[config.mk]
export PLATFORM = sky130hd
export DESIGN_NAME = lcd_controller_flat
export DESIGN_NICKNAME = d
export VERILOG_FILES = /design/src/rtl/lcd_controller_pkg.sv /design/src/rtl/lcd_controller_if.sv /design/src/rtl/lcd_bus_writer.sv /design/src/rtl/lcd_controller.sv /design/src/flat_wrapper.sv
export SDC_FILE = /design/constraint.sdc
export NUM_CORES = 1
export LEC_CHECK = 0
export CAP_MARGIN = 20
export CORE_ASPECT_RATIO = 0.75
export CORE_MARGIN = 2
export CORE_UTILIZATION = 61
export CTS_BUF_LIST = sky130_fd_sc_hd__clkbuf_4 sky130_fd_sc_hd__clkbuf_8
export DETAILED_ROUTE_END_ITERATION = 10
export PLACE_DENSITY = 0.93
export SETUP_SLACK_MARGIN = 0.5
export SYNTH_ARGS = -nofsm -noshare
export SYNTH_HDL_FRONTEND = slang
export SYNTH_SLANG_ARGS = --single-unit
[constraint.sdc]
create_clock -name clock -period 9.4 [get_ports clock]
set_input_delay 1.41 -clock clock [delete_from_list [all_inputs] [get_ports clock]]
set_output_delay 1.41 -clock clock [all_outputs]
set_load 0.005 [all_outputs]
[src/rtl/lcd_controller_pkg.sv]
// Shared definitions for the LCD panel controller: command codes, RS encodings
// and the sequencer state enumeration.
package lcd_controller_pkg;

    localparam logic [7:0] CMD_SLEEP_OUT  = 8'h11;
    localparam logic [7:0] CMD_COL_ADDR   = 8'h2A;
    localparam logic [7:0] CMD_PAGE_ADDR  = 8'h2B;
    localparam logic [7:0] CMD_MEM_WRITE  = 8'h2C;

    localparam logic RS_CMD  = 1'b0;
    localparam logic RS_DATA = 1'b1;

    typedef enum logic [3:0] {
        RST_HOLD,
        SEND_START,
        START_WAIT,
        IDLE,
        COL_CMD,
        X0M,
        X0L,
        X1M,
        X1L,
        PAGE_CMD,
        Y0M,
        Y0L,
        Y1M,
        Y1L,
        MEM_CMD,
        PIXELS
    } state_t;

endpackage

[src/rtl/lcd_controller_if.sv]
// Host-side handshakes of the LCD controller: fill rectangle and pixel stream.
interface lcd_controller_if #(
    parameter int CoordinateWidth = 9,
    parameter int PixelWidth      = 16
);
    logic [CoordinateWidth-1:0] rect_x0;
    logic [CoordinateWidth-1:0] rect_y0;
    logic [CoordinateWidth-1:0] rect_x1;
    logic [CoordinateWidth-1:0] rect_y1;
    logic                       rect_valid;
    logic                       rect_ready;
    logic [PixelWidth-1:0]      pixel_data;
    logic                       pixel_valid;
    logic                       pixel_ready;

    modport master (
        output rect_x0, rect_y0, rect_x1, rect_y1, rect_valid,
        output pixel_data, pixel_valid,
        input  rect_ready, pixel_ready
    );

    modport slave (
        input  rect_x0, rect_y0, rect_x1, rect_y1, rect_valid,
        input  pixel_data, pixel_valid,
        output rect_ready, pixel_ready
    );
endinterface

[src/rtl/lcd_bus_writer.sv]
// Two-cycle parallel bus write: lcd_wr low with bus driven, then lcd_wr high with
// bus held; the panel latches on the lcd_wr rising edge.
module lcd_bus_writer #(
    parameter int DataWidth = 18
) (
    input  logic                 clock,
    input  logic                 reset,
    input  logic                 start,
    input  logic                 rs,
    input  logic [DataWidth-1:0] data,
    output logic                 ready,
    output logic                 lcd_wr,
    output logic                 lcd_rs,
    output logic [DataWidth-1:0] lcd_db
);

    // The high-phase cycle doubles as the accept slot for the next write.
    assign ready = lcd_wr;

    always_ff @(posedge clock) begin
        if (reset) begin
            lcd_wr <= 1'b1;
            lcd_rs <= 1'b0;
            lcd_db <= '0;
        end else if (!lcd_wr) begin
            lcd_wr <= 1'b1;
        end else if (start) begin
            lcd_wr <= 1'b0;
            lcd_rs <= rs;
            lcd_db <= data;
        end
    end

endmodule

[src/rtl/lcd_controller.sv]
// LCD panel controller: reset/wake-up sequencing, then address-window setup and
// pixel streaming for each accepted fill rectangle.
//
// state      | meaning
// RST_HOLD   | lcd_rst held low for ResetCycles
// SEND_START | issue sleep-out command 0x11
// START_WAIT | StartupDelay silent cycles after 0x11
// IDLE       | accept and check a rectangle
// COL_CMD..  | 0x2A + four x bytes
// PAGE_CMD.. | 0x2B + four y bytes
// MEM_CMD    | 0x2C memory write command
// PIXELS     | one data write per accepted pixel
module lcd_controller
    import lcd_controller_pkg::*;
#(
    parameter int Width           = 480,
    parameter int Height          = 320,
    parameter int CoordinateWidth = 9,
    parameter int DataWidth       = 18,
    parameter int PixelWidth      = 16,
    parameter int ResetCycles     = 4,
    parameter int StartupDelay    = 1000
) (
    input  logic                 clock,
    input  logic                 reset,
    lcd_controller_if.slave      host,
    output logic                 busy,
    output logic                 error,
    output logic [DataWidth-1:0] lcd_db,
    output logic                 lcd_wr,
    output logic                 lcd_rs,
    output logic                 lcd_cs,
    output logic                 lcd_rd,
    output logic                 lcd_rst,
    output logic                 lcd_blen
);

    localparam int CW   = CoordinateWidth;
    localparam int NW   = 2 * CW + 2;
    localparam int TMAX = (ResetCycles > StartupDelay) ? ResetCycles : StartupDelay;
    localparam int TW   = $clog2(TMAX + 2);
    localparam logic [CW:0] W_LIM = (CW + 1)'(Width);
    localparam logic [CW:0] H_LIM = (CW + 1)'(Height);

    state_t               state;
    state_t               state_adv;
    logic [TW-1:0]        tmr;
    logic [CW-1:0]        x0_q, y0_q, x1_q, y1_q;
    logic [15:0]          x0_w, y0_w, x1_w, y1_w;
    logic [NW-1:0]        remaining;
    logic [CW:0]          rect_w, rect_h;
    logic                 legal;
    logic                 is_write;
    logic                 px_xfer;
    logic                 wr_ready;
    logic                 wr_start;
    logic                 wr_rs;
    logic [DataWidth-1:0] wr_data;

    assign x0_w = 16'(x0_q);
    assign x1_w = 16'(x1_q);
    assign y0_w = 16'(y0_q);
    assign y1_w = 16'(y1_q);

    assign legal = (host.rect_x0 <= host.rect_x1) && ({1'b0, host.rect_x1} < W_LIM) &&
                   (host.rect_y0 <= host.rect_y1) && ({1'b0, host.rect_y1} < H_LIM);
    assign rect_w = {1'b0, host.rect_x1} - {1'b0, host.rect_x0} + (CW + 1)'(1);
    assign rect_h = {1'b0, host.rect_y1} - {1'b0, host.rect_y0} + (CW + 1)'(1);

    assign host.rect_ready  = (state == IDLE);
    assign host.pixel_ready = (state == PIXELS) && wr_ready && (remaining != '0);
    assign px_xfer  = host.pixel_ready && host.pixel_valid;
    assign wr_start = (wr_ready && is_write) || px_xfer;

    assign busy   = (state != IDLE);
    assign lcd_cs = (state == IDLE) || (state == RST_HOLD);
    assign lcd_rd = 1'b1;

    always_comb begin
        is_write  = 1'b0;
        wr_rs     = RS_DATA;
        wr_data   = '0;
        state_adv = state;
        case (state)
            SEND_START: begin is_write = 1'b1; wr_rs = RS_CMD; wr_data = DataWidth'(CMD_SLEEP_OUT); state_adv = START_WAIT; end
            COL_CMD:    begin is_write = 1'b1; wr_rs = RS_CMD; wr_data = DataWidth'(CMD_COL_ADDR);  state_adv = X0M; end
            X0M:        begin is_write = 1'b1; wr_data = DataWidth'(x0_w[15:8]); state_adv = X0L; end
            X0L:        begin is_write = 1'b1; wr_data = DataWidth'(x0_w[7:0]);  state_adv = X1M; end
            X1M:        begin is_write = 1'b1; wr_data = DataWidth'(x1_w[15:8]); state_adv = X1L; end
            X1L:        begin is_write = 1'b1; wr_data = DataWidth'(x1_w[7:0]);  state_adv = PAGE_CMD; end
            PAGE_CMD:   begin is_write = 1'b1; wr_rs = RS_CMD; wr_data = DataWidth'(CMD_PAGE_ADDR); state_adv = Y0M; end
            Y0M:        begin is_write = 1'b1; wr_data = DataWidth'(y0_w[15:8]); state_adv = Y0L; end
            Y0L:        begin is_write = 1'b1; wr_data = DataWidth'(y0_w[7:0]);  state_adv = Y1M; end
            Y1M:        begin is_write = 1'b1; wr_data = DataWidth'(y1_w[15:8]); state_adv = Y1L; end
            Y1L:        begin is_write = 1'b1; wr_data = DataWidth'(y1_w[7:0]);  state_adv = MEM_CMD; end
            MEM_CMD:    begin is_write = 1'b1; wr_rs = RS_CMD; wr_data = DataWidth'(CMD_MEM_WRITE); state_adv = PIXELS; end
            PIXELS:     wr_data = DataWidth'(host.pixel_data);
            default:    ;
        endcase
    end

    always_ff @(posedge clock) begin
        if (reset) begin
            state     <= RST_HOLD;
            tmr       <= '0;
            lcd_rst   <= 1'b0;
            lcd_blen  <= 1'b0;
            error     <= 1'b0;
            x0_q      <= '0;
            y0_q      <= '0;
            x1_q      <= '0;
            y1_q      <= '0;
            remaining <= '0;
        end else begin
            error <= 1'b0;
            case (state)
                RST_HOLD: begin
                    if (tmr == TW'(ResetCycles)) begin
                        lcd_rst <= 1'b1;
                        tmr     <= '0;
                        state   <= SEND_START;
                    end else begin
                        tmr <= tmr + TW'(1);
                    end
                end
                // Silence is counted from the high phase of the 0x11 write.
                START_WAIT: begin
                    if (wr_ready) begin
                        if (tmr == TW'(StartupDelay)) begin
                            tmr      <= '0;
                            lcd_blen <= 1'b1;
                            state    <= IDLE;
                        end else begin
                            tmr <= tmr + TW'(1);
                        end
                    end
                end
                IDLE: begin
                    if (host.rect_valid) begin
                        if (legal) begin
                            x0_q      <= host.rect_x0;
                            y0_q      <= host.rect_y0;
                            x1_q      <= host.rect_x1;
                            y1_q      <= host.rect_y1;
                            remaining <= NW'(rect_w) * NW'(rect_h);
                            state     <= COL_CMD;
                        end else begin
                            error <= 1'b1;
                        end
                    end
                end
                PIXELS: begin
                    if (px_xfer) begin
                        remaining <= remaining - NW'(1);
                    end else if ((remaining == '0) && wr_ready) begin
                        state <= IDLE;
                    end
                end
                default: begin
                    if (wr_ready) state <= state_adv;
                end
            endcase
        end
    end

    lcd_bus_writer #(
        .DataWidth(DataWidth)
    ) u_writer (
        .clock  (clock),
        .reset  (reset),
        .start  (wr_start),
        .rs     (wr_rs),
        .data   (wr_data),
        .ready  (wr_ready),
        .lcd_wr (lcd_wr),
        .lcd_rs (lcd_rs),
        .lcd_db (lcd_db)
    );

endmodule
[src/flat_wrapper.sv]
// flat-port wrapper written by rule: the top's interface ports become plain ports
module lcd_controller_flat import lcd_controller_pkg::*;
#(
    parameter int Width           = 480,
    parameter int Height          = 320,
    parameter int CoordinateWidth = 9,
    parameter int DataWidth       = 18,
    parameter int PixelWidth      = 16,
    parameter int ResetCycles     = 4,
    parameter int StartupDelay    = 1000
)
  (clock, reset, busy, error, lcd_db, lcd_wr, lcd_rs, lcd_cs, lcd_rd, lcd_rst, lcd_blen, host_rect_x0, host_rect_y0, host_rect_x1, host_rect_y1, host_rect_valid, host_pixel_data, host_pixel_valid, host_rect_ready, host_pixel_ready);
  lcd_controller_if #(.CoordinateWidth(CoordinateWidth), .PixelWidth(PixelWidth)) host_i ();
  input  logic clock;
  input  logic reset;
  output logic busy;
  output logic error;
  output logic [DataWidth-1:0] lcd_db;
  output logic lcd_wr;
  output logic lcd_rs;
  output logic lcd_cs;
  output logic lcd_rd;
  output logic lcd_rst;
  output logic lcd_blen;
  input wire logic [$bits(host_i.rect_x0)-1:0] host_rect_x0;
  input wire logic [$bits(host_i.rect_y0)-1:0] host_rect_y0;
  input wire logic [$bits(host_i.rect_x1)-1:0] host_rect_x1;
  input wire logic [$bits(host_i.rect_y1)-1:0] host_rect_y1;
  input wire logic [$bits(host_i.rect_valid)-1:0] host_rect_valid;
  input wire logic [$bits(host_i.pixel_data)-1:0] host_pixel_data;
  input wire logic [$bits(host_i.pixel_valid)-1:0] host_pixel_valid;
  output wire logic [$bits(host_i.rect_ready)-1:0] host_rect_ready;
  output wire logic [$bits(host_i.pixel_ready)-1:0] host_pixel_ready;
  assign host_i.rect_x0 = host_rect_x0;
  assign host_i.rect_y0 = host_rect_y0;
  assign host_i.rect_x1 = host_rect_x1;
  assign host_i.rect_y1 = host_rect_y1;
  assign host_i.rect_valid = host_rect_valid;
  assign host_i.pixel_data = host_pixel_data;
  assign host_i.pixel_valid = host_pixel_valid;
  assign host_rect_ready = host_i.rect_ready;
  assign host_pixel_ready = host_i.pixel_ready;
  lcd_controller #(.Width(Width), .Height(Height), .CoordinateWidth(CoordinateWidth), .DataWidth(DataWidth), .PixelWidth(PixelWidth), .ResetCycles(ResetCycles), .StartupDelay(StartupDelay)) u_core (.clock(clock), .reset(reset), .host(host_i), .busy(busy), .error(error), .lcd_db(lcd_db), .lcd_wr(lcd_wr), .lcd_rs(lcd_rs), .lcd_cs(lcd_cs), .lcd_rd(lcd_rd), .lcd_rst(lcd_rst), .lcd_blen(lcd_blen));
endmodule
## Word-level counts from Yosys, hierarchy flattened

Index checks and enable logic that the tools add are counted.
W data, S select, Z words.

| storage, ports and cells | value |
|---|---|
| register bits after elaboration | 93 |
| bits of input ports | 56 |
| output and inout port bits | 28 |
| word-level logic and storage cells | 104 |

| operators by class | value |
|---|---|
| add/subtract/negate cells | 6 |
| multiply operators | 1 |
| magnitude comparators | 4 |
| equality and inequality tests | 26 |
| muxes and demuxes | 23 |
| bitwise logic cells | 3 |
| reduce and logical (&&, ||, !) cells | 28 |

Operators with widths:

| operator | count |
|---|---|
| $pmux W16 S13 | 1 |
| $mux W20 | 3 |
| $pmux W4 S12 | 1 |
| $pmux W20 S2 | 1 |
| $eq A4 B4 Y1 const B | 8 |
| $mux W4 | 8 |
| $add A10 B1 Y10 const B | 3 |
| $mux W10 | 3 |
| $logic_not A20 Y1 | 1 |
| $mul A10 B10 Y20 | 1 |
| $pmux W10 S2 | 1 |
| $reduce_bool A20 Y1 | 1 |
| $sub A20 B1 Y20 const B | 1 |
| $sub A9 B9 Y10 | 2 |
| $le A9 B9 Y1 | 2 |
| $lt A9 B9 Y1 const B | 2 |
| $eq A4 B3 Y1 const B | 4 |
| $pmux W4 S4 | 1 |
| $reduce_bool A16 Y1 | 1 |
| $reduce_or A12 Y1 | 1 |
| $eq A10 B10 Y1 const B | 1 |
| $eq A10 B3 Y1 const B | 1 |
| $ne A2 B2 Y1 const B | 5 |
| $reduce_and A9 Y1 | 1 |
| other kinds (17) | 37 |

## Depth between registers and ports, before layout

| logic depth | value |
|---|---|
| word-level depth | 7 |
| gate-level depth with buffers | 31 |

## Hierarchy

Synthesis repeated with hierarchy kept, for this count alone.

| unflattened totals | value |
|---|---|
| cells, all modules | 1,135 |
| area total of the unflattened synthesis | 9,431.5 um2 |

By module, submodules not included:

| module | times used | cells an instance | area each (um2) | seq. area each (um2) |
|---|---|---|---|---|
| lcd_controller | 1 | 1,046 | 8,483.1 | 1,461.4 |
| lcd_bus_writer | 1 | 89 | 948.4 | 400.4 |

## Worst setup path before layout

No wires, ideal clock.

| path | value |
|---|---|
| kind | input -> register |
| from | input host_rect_x1[1] |
| to | register u_core.remaining[14] |
| library setup time | 132 ps |
| data arrival time | 7,836 ps |
| setup slack | 1,431 ps |
| stages | 30 |
| buffers on the path | 0 |
| cells stage by stage | inv_1 -> ha_1 -> inv_1 -> ha_1 -> fa_1 -> a21o_1 -> a21oi_1 -> o21bai_1 -> a21oi_1 -> xnor2_1 -> nand2_1 -> fa_1 -> inv_1 -> fa_1 -> inv_1 -> fa_1 -> inv_1 -> fa_1 -> inv_1 -> fa_1 -> inv_1 -> ha_1 -> a2111oi_0 -> o21ai_0 -> a31oi_1 -> o221ai_1 -> xnor2_1 -> nor2_1 -> o21ai_0 -> a21oi_1 |

| between the ends | value |
|---|---|
| cells in the longest elaborated chain, start to end | 6 |

Ends and longest elaborated chain:

| what | line | RTL |
|---|---|---|
| start: declaration | flat_wrapper.sv:27 | `input wire logic [$bits(host_i.rect_x1)-1:0] host_rect_x1;` |
| $sub A9 B9 Y10, or another cell as far along | lcd_controller.sv:67 | `assign rect_w = {1'b0, host.rect_x1} - {1'b0, host.rect_x0} + (CW + 1)'(1);` |
| $add A10 B1 Y10 / $logic_and A1 B1 Y1 (equally long branches) | lcd_controller.sv:67, lcd_controller.sv:65 |  |
| $mul A10 B10 Y20 / $logic_and A1 B1 Y1 (equally long branches) | lcd_controller.sv:145, lcd_controller.sv:65 |  |
| $mux W20 / $logic_and A1 B1 Y1 (equally long branches) | lcd_controller.sv:140, lcd_controller.sv:66 |  |
| $mux W20 / $ne A2 B1 Y1 (equally long branches) | -- |  |
| $pmux W20 S2 / $reduce_and A4 Y1 (equally long branches) | -- |  |
| end signal: assignment | lcd_controller.sv:145 | `remaining <= NW'(rect_w) * NW'(rect_h);` |
| end signal: assignment | lcd_controller.sv:154 | `remaining <= remaining - NW'(1);` |
| end: declaration | lcd_controller.sv:50 | `logic [NW-1:0] remaining;` |

Several ways; a longest one is shown, not always the timed one. The select of a mux whose other input is x is not followed.
A chain may end at the register's enable or synchronous reset.

## Worst setup path in the final report

| path | value |
|---|---|
| from | input host_rect_x0[1] |
| to | register u_core.remaining[14] |

| between the ends | value |
|---|---|
| cells in the longest elaborated chain, start to end | 6 |

Ends and longest elaborated chain:

| what | line | RTL |
|---|---|---|
| start: declaration | flat_wrapper.sv:25 | `input wire logic [$bits(host_i.rect_x0)-1:0] host_rect_x0;` |
| $sub A9 B9 Y10 / $le A9 B9 Y1 (equally long branches) | lcd_controller.sv:67, lcd_controller.sv:65 |  |
| $add A10 B1 Y10 / $logic_and A1 B1 Y1 (equally long branches) | lcd_controller.sv:67, lcd_controller.sv:65 |  |
| $mul A10 B10 Y20 / $logic_and A1 B1 Y1 (equally long branches) | lcd_controller.sv:145, lcd_controller.sv:65 |  |
| $mux W20 / $logic_and A1 B1 Y1 (equally long branches) | lcd_controller.sv:140, lcd_controller.sv:66 |  |
| $mux W20 / $ne A2 B1 Y1 (equally long branches) | -- |  |
| $pmux W20 S2 / $reduce_and A4 Y1 (equally long branches) | -- |  |

Several ways; a longest one is shown, not always the timed one. The select of a mux whose other input is x is not followed.

==> flow_metrics.tcl <==
set metrics [dict create \
    synth_cell_type_count 64 \
    drt_iter0_drc 727 \
    slowest_stage "fa_1" \
    reg2reg_depth 10 \
    cts-root-buf "clkbuf_8" \
    period_needed_ns 8.62 \
    drive_above_1_share_pct 5.15 \
    drc 0 \
    die_h_um 109 \
    fill_cells 1171 \
    layout_common_cells "174 x nor2_1, 138 x inv_1, 107 x ha_1, 97 x a21oi_1, 91 x dfxtp_1" \
    relSlewSlack_pct 39.8 \
    vias 8401 \
    boundaryPins 84 \
    synth_top_area_share_pct 20.4 \
    end_kind "flip-flop" \
    cts_hold_buf 0 \
    layout_commonest_cell "nor2_1" \
    holdPathStages 2 \
    finalHoldViolCount 0 \
    critical_path.max_stage_delay_ns 0.53 \
    drtAntennaViolNets 0 \
    fin_crit_sh_pct 91.7 \
    wl_met1_um 10500 \
    die_w_um 144 \
    wl_met3_um 2010 \
    cts_num_sinks 91 \
    avgSynthCellArea_sq_um 7.88 \
    grt_max_degree 85 \
    worst_pin_slew_ns 0.896 \
    grt_usage_pct 31.9 \
    synthCells 1135 \
    core_sq_um 14400 \
    io_buffers 80 \
    timing.rr.end "u_core.remaining[17]$_SDFFE_PP0P_" \
    wl_met2_um 11300 \
    clk_pin_slew_ns 0.10 \
    synthFlopType "dfxtp_1" \
    place_hpwl_um 18900 \
    synth-edff-count 0 \
    required_ns 9.61 \
    fin_setup_tns_ns 0 \
    grt_pass1_wl_um 39600 \
    die_area_sq_um 15700 \
    rsz0062_at_grt "true" \
    maxSlewViolCount 0 \
    drt_wl_total_um 24400 \
    hold_class "flip-flop to flip-flop" \
    gp_congestion 0.986 \
    r2r_start "u_core.remaining[0]$_SDFFE_PP0P_" \
    skew_ns 0.0132 \
    initial_core_util_pct 62.1 \
    rrSetupSlack_ns 6.07 \
    holdPathEnd "u_core.u_writer.lcd_db[12]$_SDFFE_PP0P_" \
    top_layer "met4" \
    worst_skew_pair.late_latency_ns 0.37 \
    cts_tree "built" \
    ys_warn_count 0 \
    finalSetupViolCount 0 \
    rows 38 \
    final_nets 1427 \
    cp-start-kind "primary input" \
    cts-htree-levels 3 \
    via_per_inst 5.98 \
    syn-cell-area_sq_um 8950 \
    ys_ff_latch 91 \
    wl_per_cell_um 17.4 \
    fmax_mhz 116 \
    status "finished clean" \
    area_delta_synth_final_pct 14.3 \
    grt_pass1_vias 8168 \
    synth_area_leaders "dfxtp_1 20%, ha_1 15%, fa_1 15%" \
    seq_area_frac_synth_pct 20.4 \
    async_reset_ff_share_pct 0 \
    hp-start "u_core.u_writer.lcd_db[12]$_SDFFE_PP0P_" \
    cp_max_fo 3 \
    cp.arrival_ns 8.84 \
    drv_cap 0 \
    crit_type "primary input to flip-flop" \
    antenna_found_initial 0 \
    yosys.area.top_type "dfxtp_1" \
    numCtsBuffers 9 \
    clock_path_buffers 2 \
    grt-ovfl-total 0 \
    dr.pass1.iters 5 \
]
how the worst max path moves through the flow:
stage	from	end	slack, ns	depth (start not counted)
floorplan	host_rect_x1[1]	u_core.remaining[14]$_SDFFE_PP0P_	1.43	30
global placement	host_rect_x0[1]	u_core.remaining[14]$_SDFFE_PP0P_	0.59	30
detailed placement	host_rect_x0[1]	u_core.remaining[14]$_SDFFE_PP0P_	0.31	30
CTS	host_rect_x0[1]	u_core.remaining[14]$_SDFFE_PP0P_	0.69	30
global route	host_rect_x0[1]	u_core.remaining[14]$_SDFFE_PP0P_	0.42	30
finish	host_rect_x0[1]	u_core.remaining[14]$_SDFFE_PP0P_	0.78	30
routing by layer:
layer,global-route usage (%),vias to the layer above
met1,42.9,4016
met5,0,-
met4,8.96,0
met2,52.8,400
li1,-,3931
met3,6.19,54
critical path: cells and delay by family:
kind / cells / cell delay [ns]
AOI/OAI and AO/OA: 10 / 2.22
xor gates and xnor gates: 2 / 0.38
adders and majority gates: 9 / 3.81
buffers and inverters: 7 / 0.82
and+or+nand+nor: 2 / 0.19
cells in the mapped netlist (3+ instances only):
cell type and instances:
a211oi_1 10, a21o_1 8, a21oi_1 99, a221oi_1 8, a22o_1 4, a22oi_1 7
a311oi_1 7, a31oi_1 8, and2_1 4, and3_1 7, and4_1 5, buf_2 3
buf_4 3, clkbuf_1 40, dfxtp_1 91, fa_1 66, ha_1 107, inv_1 138
nand2_1 90, nand2b_1 19, nand3_1 20, nand4_1 8, nand4b_1 3, nor2_1 175
nor2b_1 4, nor3_1 21, nor3b_1 3, nor4_1 6, o211ai_1 3, o21a_1 3
o21ai_0 49, o21bai_1 5, o221ai_1 3, o22ai_1 4, o31ai_1 6, or2_2 5
or3_1 6, xnor2_1 35, xor2_1 19
kinds of logic after synthesis:
logic type,Yosys count,share of synthesized area [%]
AO/OA/AOI/OAI,238,16.2
XOR/XNOR,54,5.29
flip-flops,91,20.4
adder cells (fa/ha/maj),173,29.7
other,2,0.0839
AND/OR/NAND/NOR,390,20.2
multiplexers,2,0.238
buffers and inverters,185,7.93
per-stage QoR:
step / hold slack (ns) / cell area, sq um / worst slack, ns / util [%] / instances
after detailed placement: 0.448 / 9930 / 0.308 / 69.0 / 1385
after CTS: 0.459 / 10200 / 0.691 / 70.5 / 1401
after global placement: 0.437 / 9930 / 0.589 / 69.0 / 1385
after floorplan: 0.431 / 8950 / 1.43 / - / 1136
after global routing: 0.476 / 10200 / 0.422 / 71.0 / 1403
final: 0.456 / 10200 / 0.776 / 71.0 / 1404
cell type report:
| class | instances | area, sq um | share of cell area [%] |
|---|---|---|---|
| Timing Repair Buffer | 98 | 931 | 9.10 |
| Multi-Input combinational cell | 860 | 6480 | 63.3 |
| Tap cell | 200 | 250 | 2.45 |
| Inverter | 138 | 518 | 5.06 |
| Clock buffer | 9 | 124 | 1.21 |
| Antenna cell | 1 | 2.50 | 0.0245 |
| Sequential cell | 91 | 1820 | 17.8 |
| Clock inverter | 7 | 105 | 1.03 |
flip-flops by register name, indices dropped and copies added (netlist names):
name	count
u_core.y0_q	9
u_core.remaining	20
u_core.error	1
u_core.x0_q	9
u_core.x1_q	9
u_core.y1_q	9
u_core.lcd_rst	1
u_core.u_writer.lcd_wr	1
u_core.u_writer.lcd_rs	1
u_core.lcd_blen	1
u_core.state	4
u_core.tmr	10
u_core.u_writer.lcd_db	16
what timing repair did:
action	in CTS	in global routing
endpoints found under the setup margin	0	10
gates resized for setup	0	9
buffers inserted	0	2
Power is left out: the tool's default activity adds up to more than one toggle a clock period on the data nets, which glitch-free logic cannot reach.
